File: src/rtl/pipelined_tree_multiplier.sv
// pipelined_tree_multiplier: WIDTH x WIDTH Baugh-Wooley carry-save multiplier, STAGES-deep, valid/ready with a global stall
// Ports:
//   clk, rst               clock, synchronous active-high reset
//   in_valid, in_ready     input handshake (in_ready = pipeline can advance, forced low in reset)
//   a, b, signed_mode      operands and per-beat mode (1 = two's complement)
//   out_valid, out_ready   output handshake
//   product, overflow      2*WIDTH-bit product; overflow = result does not fit in WIDTH bits
module pipelined_tree_multiplier #(
    parameter int WIDTH  = 8,
    parameter int STAGES = 2
) (
    input  logic               clk,
    input  logic               rst,
    input  logic               in_valid,
    output logic               in_ready,
    input  logic [WIDTH-1:0]   a,
    input  logic [WIDTH-1:0]   b,
    input  logic               signed_mode,
    output logic               out_valid,
    input  logic               out_ready,
    output logic [2*WIDTH-1:0] product,
    output logic               overflow
);
    localparam int W2 = 2 * WIDTH;
    localparam int N  = WIDTH - 1;
    localparam int M  = STAGES - 1;

    // Row j of the partial-product array; row WIDTH holds the Baugh-Wooley correction (2^W + 2^(2W-1)).
    function automatic logic [W2-1:0] pp_row(input logic [WIDTH-1:0] x, input logic [WIDTH-1:0] y,
                                             input logic m, input int j);
        pp_row = '0;
        if (j == WIDTH) begin
            pp_row[WIDTH] = m;
            pp_row[W2-1]  = m;
        end else
            for (int i = 0; i < WIDTH; i++)
                pp_row[i + j] = (x[i] & y[j]) ^ (m & ((i == WIDTH - 1) != (j == WIDTH - 1)));
    endfunction

    // Full-adder rows folding partial-product rows 2+lo .. 2+hi-1 into the sum/carry pair; returns {sum, carry}.
    function automatic logic [2*W2-1:0] csa_span(input logic [W2-1:0] s_i, input logic [W2-1:0] c_i,
                                                 input logic [WIDTH-1:0] x, input logic [WIDTH-1:0] y,
                                                 input logic m, input int lo, input int hi);
        logic [W2-1:0] s, c, r;
        s = s_i;
        c = c_i;
        for (int t = 0; t < N; t++)
            if (t >= lo && t < hi) begin
                r = pp_row(x, y, m, t + 2);
                {s, c} = {s ^ c ^ r, ((s & c) | (s & r) | (c & r)) << 1};
            end
        csa_span = {s, c};
    endfunction

    logic              w_adv, w_acc, w_lv, w_lm;
    logic [W2-1:0]     w_s0, w_c0, w_sum;
    logic [2*W2-1:0]   w_lsc;
    logic              r_pv, r_pm;
    logic [W2-1:0]     r_p;

    assign w_adv    = !r_pv || out_ready;
    assign in_ready = !rst && w_adv;
    assign w_acc    = in_valid && in_ready;
    assign w_s0     = pp_row(a, b, signed_mode, 0);
    assign w_c0     = pp_row(a, b, signed_mode, 1);

    generate
        if (STAGES == 1) begin : g_one
            assign w_lv  = w_acc;
            assign w_lm  = signed_mode;
            assign w_lsc = csa_span(w_s0, w_c0, a, b, signed_mode, 0, N);
        end else begin : g_multi
            logic              r_v [M], r_m [M];
            logic [W2-1:0]     r_s [M], r_c [M];
            logic              w_v [M], w_m [M];
            logic [W2-1:0]     w_s [M], w_c [M];
            logic [WIDTH-1:0]  w_a [M], w_b [M];
            logic [2*W2-1:0]   w_sc [M];
            // Operands ride along only as far as the last segment that still has rows to generate.
            if (M > 1) begin : g_ops
                logic [WIDTH-1:0] r_a [M-1], r_b [M-1];
                always_ff @(posedge clk)
                    if (rst)
                        for (int k = 0; k < M - 1; k++) begin
                            r_a[k] <= '0;
                            r_b[k] <= '0;
                        end
                    else if (w_adv)
                        for (int k = 0; k < M - 1; k++) begin
                            r_a[k] <= w_a[k];
                            r_b[k] <= w_b[k];
                        end
                always_comb begin
                    w_a[0] = a;
                    w_b[0] = b;
                    for (int k = 1; k < M; k++) begin
                        w_a[k] = r_a[k-1];
                        w_b[k] = r_b[k-1];
                    end
                end
            end else begin : g_ops
                always_comb begin
                    w_a[0] = a;
                    w_b[0] = b;
                end
            end
            always_comb begin
                w_v[0] = w_acc;
                w_m[0] = signed_mode;
                w_s[0] = w_s0;
                w_c[0] = w_c0;
                for (int k = 1; k < M; k++) begin
                    w_v[k] = r_v[k-1];
                    w_m[k] = r_m[k-1];
                    w_s[k] = r_s[k-1];
                    w_c[k] = r_c[k-1];
                end
                for (int k = 0; k < M; k++)
                    w_sc[k] = csa_span(w_s[k], w_c[k], w_a[k], w_b[k], w_m[k], k * N / M, (k + 1) * N / M);
            end
            always_ff @(posedge clk)
                if (rst)
                    for (int k = 0; k < M; k++) begin
                        r_v[k] <= 1'b0;
                        r_m[k] <= 1'b0;
                        r_s[k] <= '0;
                        r_c[k] <= '0;
                    end
                else if (w_adv)
                    for (int k = 0; k < M; k++) begin
                        r_v[k]           <= w_v[k];
                        r_m[k]           <= w_m[k];
                        {r_s[k], r_c[k]} <= w_sc[k];
                    end
            assign w_lv  = r_v[M-1];
            assign w_lm  = r_m[M-1];
            assign w_lsc = {r_s[M-1], r_c[M-1]};
        end
    endgenerate

    assign w_sum = w_lsc[2*W2-1:W2] + w_lsc[W2-1:0];

    always_ff @(posedge clk)
        if (rst) begin
            r_pv <= 1'b0;
            r_pm <= 1'b0;
            r_p  <= '0;
        end else if (w_adv) begin
            r_pv <= w_lv;
            r_pm <= w_lm;
            r_p  <= w_sum;
        end

    assign out_valid = r_pv;
    assign product   = r_p;
    assign overflow  = r_pm ? ~(&r_p[W2-1:WIDTH-1] | ~|r_p[W2-1:WIDTH-1]) : |r_p[W2-1:WIDTH];
endmodule

File: config.mk
export PLATFORM = sky130hd
export DESIGN_NAME = pipelined_tree_multiplier
export DESIGN_NICKNAME = d
export VERILOG_FILES = /design/src/rtl/pipelined_tree_multiplier.sv
export SDC_FILE = /design/constraint.sdc
export NUM_CORES = 1
export LEC_CHECK = 0
export ABC_AREA = 1
export BUFFER_PORTS_ARGS = -buffer_cell sky130_fd_sc_hd__buf_4
export CAP_MARGIN = 0
export CORE_AREA = 2 2 77 86
export DETAILED_ROUTE_END_ITERATION = 8
export DIE_AREA = 0 0 79 88
export GPL_ROUTABILITY_DRIVEN = 0
export PLACE_DENSITY_LB_ADDON = 0.15
export SLEW_MARGIN = 30
export SYNTH_ARGS = -nofsm -noshare
export SYNTH_HDL_FRONTEND = slang
export SYNTH_SLANG_ARGS = --single-unit
export TNS_END_PERCENT = 20
File: constraint.sdc
create_clock -name clk -period 5.8 [get_ports clk]
set_input_delay 1.16 -clock clk [delete_from_list [all_inputs] [get_ports clk]]
set_output_delay 1.16 -clock clk [all_outputs]
set_load 0.05 [all_outputs]
==> flow_summary.ini, run 1 <==
[detailed_routing]
drtPass1Iterations = 4
vias = 2551
avgViaCountPerCell = 4.93
drt-initial-drc-count = 59
wl_met2_um = 3050
drcViolationCount = 0
drt-wirelength-per-cell_um = 11.8
routed_wl_um = 6100
top_layer_used = met4
drtAntennaViolNets = 0
wl_met3_um = 170
met1_length_um = 2810

[placed_design]
dpl_worst_slack_ns = 0.605
post_dp_cell_area_mm2 = 0.00374
io_buffer_count = 39
dp_hpwl_um = 4930

[layout]
antenna_cells = 0
fin_util_pct = 62.7
seqCellArea_um2 = 901
fin_area_mm2 = 0.00381
area_growth_pct = 9.56
multi_input_area_mm2 = 0.00212
finalNetCount = 522
fillCellCount = 577
drive_above_1_share_pct = 11.7

[timing]
period_share_pct = 84.2
skew_ns = 0.00578
hold_viol = 0
min_period_ns = 4.88
fin_tns_setup_ns = 0
slew_viol_final = 0
setup_ws_ns = 0.916
slew_headroom_pct = 53.6
finalSetupViolCount = 0
tightest_slew_ns = 0.695
rsz0062_at_grt = no
fmax_mhz = 205

[logic_synthesis]
synth_cells = 415
syn_area_mm2 = 0.00348
synth.distinct_cells = 28
ys_seq_elements = 44
synth_warnings = 0
synth.yosys.seq_area_share_pct = 25.9
syn_nets = 500
synth_area_per_cell_um2 = 8.39

[worst_hold_path]
hold_class = flop to flop
min_path_cells = 2

[power]
clockPowerShare_pct = 13.0
switchingPower_mw = 0.580
seqPwrFrac_pct = 31.4
static-leakage-power_nw = 1.99
vdd_drop_max_mv = 0.220
internal_power_mw = 0.767
swShare_pct = 43.1
comb_power_share_pct = 55.6
power_density_mw_per_mm2 = 353

[worst_setup_path]
cp-endpoint = g_multi.r_s[8]
r2r-end = g_multi.r_m[0]
cp.required_ns = 5.97
r2r_slack_ns = 4.02
end_kind = flop
r2r_cells = 5
cp_data_arrival_time_ns = 5.05
start_kind = input port
worstSetupStartpoint = signed_mode
reg2reg_from = out_valid
crit_type = input port to flop
cp_max_fo = 11

[cts]
cts_sinks = 44
clockBufferDepth = 2
cts_inserted_buffers = 5
cts_setup_buffers = 0
cts_root_buffer = clkbuf_8
clkTransAtPathRegs_ns = 0.08
ctsHtreeMaxLevel = 2
clock_latency_ns = 0.29
cts_resized = 0
cts_tree = yes
holdBufCountCts = 0

[global_routing]
grt_pass1_wl_um = 10500
grt_max_degree = 31
grt-ovfl-total = 0
grt_use_total_pct = 19.0
first_global_vias = 2450
antenna_found_initial = 0

[die]
design.portCount = 40
dieArea_mm2 = 0.00695
fp.dieW_um = 79
rows = 30
core_area_mm2 = 0.00608
dieHeight_um = 88
floorplan.initialDensity_pct = 57.3

[run_status]
outcome = finished clean

[job]
drv_cap = 0
==> cell type report <==
| type | count | share of cell area (%) |
|---|---|---|
| clock buffer | 6 | 1.90 |
| clock inverter | 1 | 0.131 |
| inverter | 86 | 8.59 |
| multi-input combinational | 261 | 55.5 |
| sequential | 44 | 23.6 |
| tap | 80 | 2.62 |
| timing repair buffer | 39 | 7.67 |
==> worst min-delay path by stage <==
stage                        start   endpoint
floorplan           g_multi.r_v[0]  out_valid
global placement    g_multi.r_v[0]  out_valid
detailed placement  g_multi.r_v[0]  out_valid
CTS                 g_multi.r_v[0]  out_valid
global route        g_multi.r_v[0]  out_valid
finish              g_multi.r_v[0]  out_valid
==> power by group through the flow <==
stage | registers [mW] | logic, mW | clock network, mW
CTS | 0.423 | 0.761 | 0.181
finish | 0.423 | 0.750 | 0.175
floorplan | 0.511 | 0.493 | 0
detailed placement | 0.429 | 0.755 | 0
global placement | 0.427 | 0.731 | 0
global route | 0.432 | 0.867 | 0.190
==> Yosys cell counts <==
library cell,number,area [um^2]
nand3_1,13,65.1
clkbuf_1,15,56.3
o21ai_0,11,55.1
inv_1,83,312
nand4_1,2,12.5
a22o_1,14,123
inv_2,2,7.51
inv_6,1,8.76
edfxtp_1,2,60.1
nor2_4,2,22.5
ha_1,21,263
xor2_1,15,131
fa_1,43,861
nor3_1,3,15.0
nand2_1,108,405
o22ai_1,4,25.0
nor2_1,6,22.5
xnor2_1,1,8.76
dfxtp_1,42,841
nand2_4,1,11.3
or2_1,2,12.5
a21o_1,1,7.51
buf_4,2,15.0
a21oi_1,3,15.0
buf_2,2,10.0
nand3b_1,2,15.0
o21ai_1,9,45.0
buf_6,5,56.3
==> per-stage QoR <==
| step | total power [mW] | cells | hold slack, ns |
|---|---|---|---|
| after global placement | 1.16 | 510 | 0.428 |
| after CTS | 1.36 | 517 | 0.454 |
| after floorplan | 1.00 | 415 | 0.419 |
| after detailed placement | 1.18 | 510 | 0.437 |
| final | 1.35 | 517 | 0.449 |
| after global routing | 1.49 | 517 | 0.475 |
==> critical path, stage by stage <==
cell and delay, ns:
buf_4 0.20, inv_2 0.13, xor2_1 0.18, ha_1 0.28, inv_1 0.05, fa_1 0.51
fa_1 0.44, fa_1 0.50, inv_1 0.05, fa_1 0.45, fa_1 0.50, inv_1 0.05
fa_1 0.49, o21ai_0 0.08
==> sequential cells by signal (all words and copies together) (netlist names) <==
signal       flops
product         16
g_multi.r_c      8
g_multi.r_v      1
r_pm             1
out_valid        1
g_multi.r_m      1
g_multi.r_s     16
==> cell families after synthesis <==
| logic type | after synthesis | share of synthesized area, % |
|---|---|---|
| AOI/OAI and AO/OA | 42 | 7.76 |
| xor gates and xnor gates | 16 | 4.02 |
| adders and majority gates | 64 | 32.3 |
| buffers and inverters | 110 | 13.4 |
| DFF | 44 | 25.9 |
| and+or+nand+nor | 139 | 16.7 |
==> layer usage <==
| layer | track usage (%) | up-vias |
|---|---|---|
| met1 | 24.1 | 1220 |
| li1 | - | 1289 |
| met2 | 34.4 | 36 |
| met4 | 5.17 | 0 |
| met3 | 2.16 | 6 |
| met5 | 0 | - |
==> cells in the final DEF, fill, tap and decap left out <==
master | synthesis | routed
nand2_1 | 108 | 108
inv_1 | 83 | 83
fa_1 | 43 | 43
dfxtp_1 | 42 | 42
buf_4 | 2 | 39
ha_1 | 21 | 21
xor2_1 | 15 | 15
a22o_1 | 14 | 14
nand3_1 | 13 | 13
o21ai_0 | 11 | 11
o21ai_1 | 9 | 9
nor2_1 | 6 | 6
clkbuf_8 | 0 | 5
o22ai_1 | 4 | 4
nor3_1 | 3 | 3
a21oi_1 | 3 | 3
inv_2 | 2 | 2
nor2_4 | 2 | 2
nand4_1 | 2 | 2
or2_1 | 2 | 2
nand3b_1 | 2 | 2
edfxtp_1 | 2 | 2
nand2_4 | 1 | 1
inv_6 | 1 | 1
xnor2_1 | 1 | 1
a21o_1 | 1 | 1
clkbuf_1 | 15 | 1
clkinv_2 | 0 | 1
(Power assumes the default switching activity.)
==> run 2: changes to the inputs <==
- CORE_AREA: 2 2 77 86 -> 2 2 80 90
- DIE_AREA: 0 0 79 88 -> 0 0 82 92
- clock period: 5.8 -> 4.03 ns (I/O delays scaled with it)
==> run 2 against run 1 <==
Against the previous run:
- clock skew about the same
- the run now ends with negative setup slack left
- clock power up 64%
- via count rose by 1.3%
- critical endpoint unchanged
- combinational power increased by 56%
- setup slack got worse by 1.3 ns
- largest cell class unchanged
- design area is 6.6% higher
- critical path depth shrank 1
- non-clock buffer count grew 20
- total power up 53%
- register-to-register slack worse by 1.6 ns
- utilization is 2.3 points lower
- flip-flop and latch count stayed put
==> flow_summary.ini, run 2 (synthesis gave the netlist of run 1 again) <==
[worst_setup_path]
reg2reg_from = g_multi.r_s[8]
cp.required_ns = 4.21
r2r_cells = 11
end_kind = flop
cpMostUsedCell = fa_1
cp_max_fo = 2
crit_type = input port to flop
cp_top_family = adder cells
r2r-end = product[14]
critical_path.max_stage_delay_ns = 0.52
cp_cell_sequence = buf_8, nand2_4, xor2_2, fa_1, fa_1, fa_1, fa_1, inv_1, fa_2, inv_2, fa_2, fa_2, o21ai_1
cp_data_arrival_time_ns = 4.56
critPathSlowestCell = fa_1
r2r_slack_ns = 2.42
critPathBufInv = 3
start_kind = input port

[timing]
fin_tns_setup_ns = -1.53
finalSetupViolCount = 9
skew_ns = 0.00576
whs_ns = 0.465
fmax_mhz = 228
setup_ws_ns = -0.358
period_share_pct = 109
slew_headroom_pct = 69.6
tightest_slew_ns = 0.456
min_period_ns = 4.39
slew_viol_final = 0
rsz0062_at_grt = yes
hold_viol = 0

[global_routing]
grt_pass1_wl_um = 11800
grt_use_total_pct = 19.8
grt_max_degree = 30
grt-ovfl-total = 0
first_global_vias = 2744
antenna_found_initial = 0

[cts]
cts_sinks = 44
clockBufferDepth = 2
cts_root_buffer = clkbuf_8
cts_tree = yes
cts_inserted_buffers = 5
clock_latency_ns = 0.29
ctsHtreeMaxLevel = 2
clkTransAtPathRegs_ns = 0.08

[layout]
mostFrequentLayoutCells = nand2_1, inv_1, buf_4
area_growth_pct = 16.8
fin_cells = 543
multi_input_area_mm2 = 0.00218
antenna_cells = 0
fin_util_pct = 60.5
finalNetCount = 542
seqCellArea_um2 = 901
fillCellCount = 632
drive_above_1_share_pct = 20.5
fin_area_mm2 = 0.00407
mostFrequentLayoutCell = nand2_1

[placed_design]
dp_hpwl_um = 5200
post_dp_cell_area_mm2 = 0.00390
dpl_worst_slack_ns = -0.787
io_buffer_count = 39
placedCellCount = 534

[power]
finalPower_mw = 2.06
seqPwrFrac_pct = 29.4
static-leakage-power_nw = 2.09
swShare_pct = 42.9
clockPowerShare_pct = 13.9
internal_power_mw = 1.18
comb_power_share_pct = 56.7
vdd_drop_max_mv = 0.407
power_density_mw_per_mm2 = 507
switchingPower_mw = 0.884

[detailed_routing]
drt-initial-drc-count = 122
vias = 2583
drt-wirelength-per-cell_um = 12.0
drcViolationCount = 0
drtPass1Iterations = 4
drtAntennaViolNets = 0
routed_wl_um = 6510
avgViaCountPerCell = 4.76

[die]
fp.dieW_um = 82
rows = 32
design.portCount = 40
dieHeight_um = 92
core_area_mm2 = 0.00673
dieArea_mm2 = 0.00754
floorplan.initialDensity_pct = 51.8

[worst_hold_path]
hold_class = flop to flop
holdPathEnd = product[6]
worstHoldStart = product[6]
min_path_cells = 2

[run_status]
failed_checks = negative setup slack
outcome = finished, violations left

[job]
drv_cap = 0
==> run 2: changes by cell type in the layout (fill, tap and decap cells not counted), sizes merged <==
cell,previous run,this run
buf,39,59
clkinvlp,0,2
clkinv,1,0
==> run 2: final cells by class <==
class | count | area share, %
multi-input cells | 261 | 53.5
well taps | 85 | 2.61
repair buffers | 59 | 11.3
inverters | 86 | 8.06
flip-flops and latches | 44 | 22.1
clock buffers | 6 | 2.03
clock inverters | 2 | 0.369
==> run 2: metal layers <==
layer | wire length [um] | track usage [%] | vias up
li1 | - | - | 1329
met1 | 2870 | 24.8 | 1203
met2 | 3370 | 35.8 | 42
met3 | 187 | 2.36 | 9
met4 | 84 | 4.72 | 0
met5 | 0 | 0 | -
==> run 2: worst max path at each step <==
stage               startpoint              to  slack [ns]  cells after the start
detailed placement        a[7]  g_multi.r_s[8]       -0.79                     13
CTS                       a[7]  g_multi.r_s[8]       -0.40                     13
finish                    a[7]  g_multi.r_s[8]       -0.36                     13
global placement          a[7]  g_multi.r_s[8]       -0.66                     13
floorplan                 b[1]  g_multi.r_s[8]       -0.61                     12
global route              a[7]  g_multi.r_c[8]       -0.46                     14
==> run 2: worst register-to-register path, cell delays in order (launching register included) <==
cell and delay, ns:
dfxtp_1 0.35, ha_1 0.18, inv_1 0.06, fa_1 0.39, inv_1 0.07, nand2_1 0.04
nand2_1 0.09, nand3b_1 0.11, nand2_1 0.07, nand2_1 0.05, nand3_1 0.06, nand2_1 0.04
==> run 2: what timing repair did <==
item | 4_1_cts | 5_1_grt
hold buffers | 0 | 0
gates resized for setup | 7 | 17
gates cloned | 0 | 0
pin swaps | 2 | 1
setup endpoints to repair | 11 | 14
setup buffers | 1 | 0
==> run 2: power by group through the flow <==
| stage | Clock (mW) | Sequential, mW | Combinational, mW |
|---|---|---|---|
| after floorplan | 0 | 0.736 | 0.730 |
| after global routing | 0.309 | 0.619 | 1.34 |
| after global placement | 0 | 0.614 | 1.09 |
| after CTS | 0.292 | 0.607 | 1.14 |
| final | 0.287 | 0.607 | 1.17 |
| after detailed placement | 0 | 0.615 | 1.13 |
==> run 3: changes to the inputs <==
==> constraint.sdc (replaced) <==
create_clock -name clk -period 4.03 [get_ports clk]
set_input_delay 0.2015 -clock clk [delete_from_list [all_inputs] [get_ports clk]]
set_output_delay 0.2015 -clock clk [all_outputs]
set_load 0.05 [all_outputs]
==> run 3 against run 2 <==
Against the previous run:
- the flow now finishes without violations
- critical path type unchanged
- register-to-register slack lost 0.12 ns
- largest power group unchanged
- global-route usage shrank 1.7 points
- first-iteration DRC count shrank 61%
- non-clock buffer count shrank 11
- via count shrank 0.85%
==> flow_summary.ini, run 3 (synthesis gave the netlist of run 1 again) <==
[run_status]
outcome = finished clean

[global_routing]
grt-busiest-layer = met2
gr-usage-met2_pct = 29.8
grt_use_total_pct = 18.2
groute.layer.met1.usage_pct = 24.6
grt_max_degree = 31
grtUsageMet3_pct = 2.46
grt-ovfl-total = 0
antenna_found_initial = 0
first_global_vias = 2442
grt_pass1_wl_um = 10900

[detailed_routing]
drtPass1Iterations = 4
drt-initial-drc-count = 48
drcViolationCount = 0
routed_wl_um = 6160
avgViaCountPerCell = 4.81
drtAntennaViolNets = 0
drt-wirelength-per-cell_um = 11.6
vias = 2561

[timing]
tightest_slew_ns = 0.678
hold_viol = 0
whs_ns = 0.185
skew_ns = 0.00664
min_period_ns = 3.87
fmax_mhz = 258
slew_headroom_pct = 54.7
fin_tns_setup_ns = 0
finalSetupViolCount = 0
rsz0062_at_grt = no
setup_ws_ns = 0.161
slew_viol_final = 0
period_share_pct = 96.0

[worst_hold_path]
worstHoldStart = rst
hold_class = input port to flop

[placed_design]
dpl_worst_slack_ns = -0.154
dp_hpwl_um = 5070
placedCellCount = 524
io_buffer_count = 39
post_dp_cell_area_mm2 = 0.00381

[worst_setup_path]
cp.required_ns = 4.20
worstSetupStartpoint = a[7]
start_kind = input port
crit_type = input port to flop
end_kind = flop
cp_max_fo = 3
cp_data_arrival_time_ns = 4.04
reg2reg_from = out_valid

[power]
vdd_drop_max_mv = 0.435
power_density_mw_per_mm2 = 512
finalPower_mw = 2.01
static-leakage-power_nw = 2.06

[cts]
ctsHtreeMaxLevel = 2
cts_inserted_buffers = 5
cts_resized = 0
holdBufCountCts = 0
clock_latency_ns = 0.29
clkTransAtPathRegs_ns = 0.08
cts_sinks = 44
cts_tree = yes
cts_setup_buffers = 0
cts_root_buffer = clkbuf_8
clockBufferDepth = 2

[die]
floorplan.initialDensity_pct = 51.8
rows = 32
core_area_mm2 = 0.00673
design.portCount = 40
fp.dieW_um = 82
dieHeight_um = 92
dieArea_mm2 = 0.00754

[layout]
antenna_cells = 0
fin_cells = 532
mostFrequentLayoutCell = nand2_1
drive_above_1_share_pct = 13.9
finalNetCount = 531
mostFrequentLayoutCells = nand2_1, inv_1, buf_4
fin_area_mm2 = 0.00393
fin_util_pct = 58.4
area_growth_pct = 12.8

[job]
drv_cap = 0
[run 3: path summary, 6_finish.rpt]
path	endpoint	slack (ns)	depth (start not counted)
worst max-delay path	g_multi.r_s[8]	0.16	13
worst min-delay path	out_valid	0.18	4
worst max register to register	g_multi.r_v[0]	2.30	5
worst min register to register	out_valid	0.46	2
[run 3: final cells by class]
| type | instances | area (um^2) |
|---|---|---|
| clock buffer | 7 | 108 |
| clock inverter | 1 | 8.76 |
| fill | 643 | 2800 |
| inverter | 86 | 328 |
| multi-input combinational | 261 | 2120 |
| sequential | 44 | 901 |
| tap | 85 | 106 |
| timing repair buffer | 48 | 360 |
[run 3: critical path, cell delays in order]
cell and delay (ns):
buf_4 0.12, nand2_1 0.08, xor2_1 0.18, fa_1 0.46
fa_1 0.51, fa_1 0.43, fa_1 0.49, inv_1 0.05
fa_1 0.38, fa_1 0.51, inv_1 0.05, fa_1 0.49
o21ai_0 0.07
[run 3: power breakdown]
group,internal [mW],switching [mW],total (mW)
Clock,0.178,0.149,0.326
Sequential,0.547,0.0590,0.606
Combinational,0.441,0.636,1.08
[run 3: metal layers]
| metal | part of all wire, % | up-vias | wire, um |
|---|---|---|---|
| met4 | 1.4 | 0 | 87 |
| met3 | 2.6 | 9 | 160 |
| met5 | 0 | - | 0 |
| met1 | 46 | 1206 | 2850 |
| li1 | - | 1309 | - |
| met2 | 50 | 37 | 3070 |
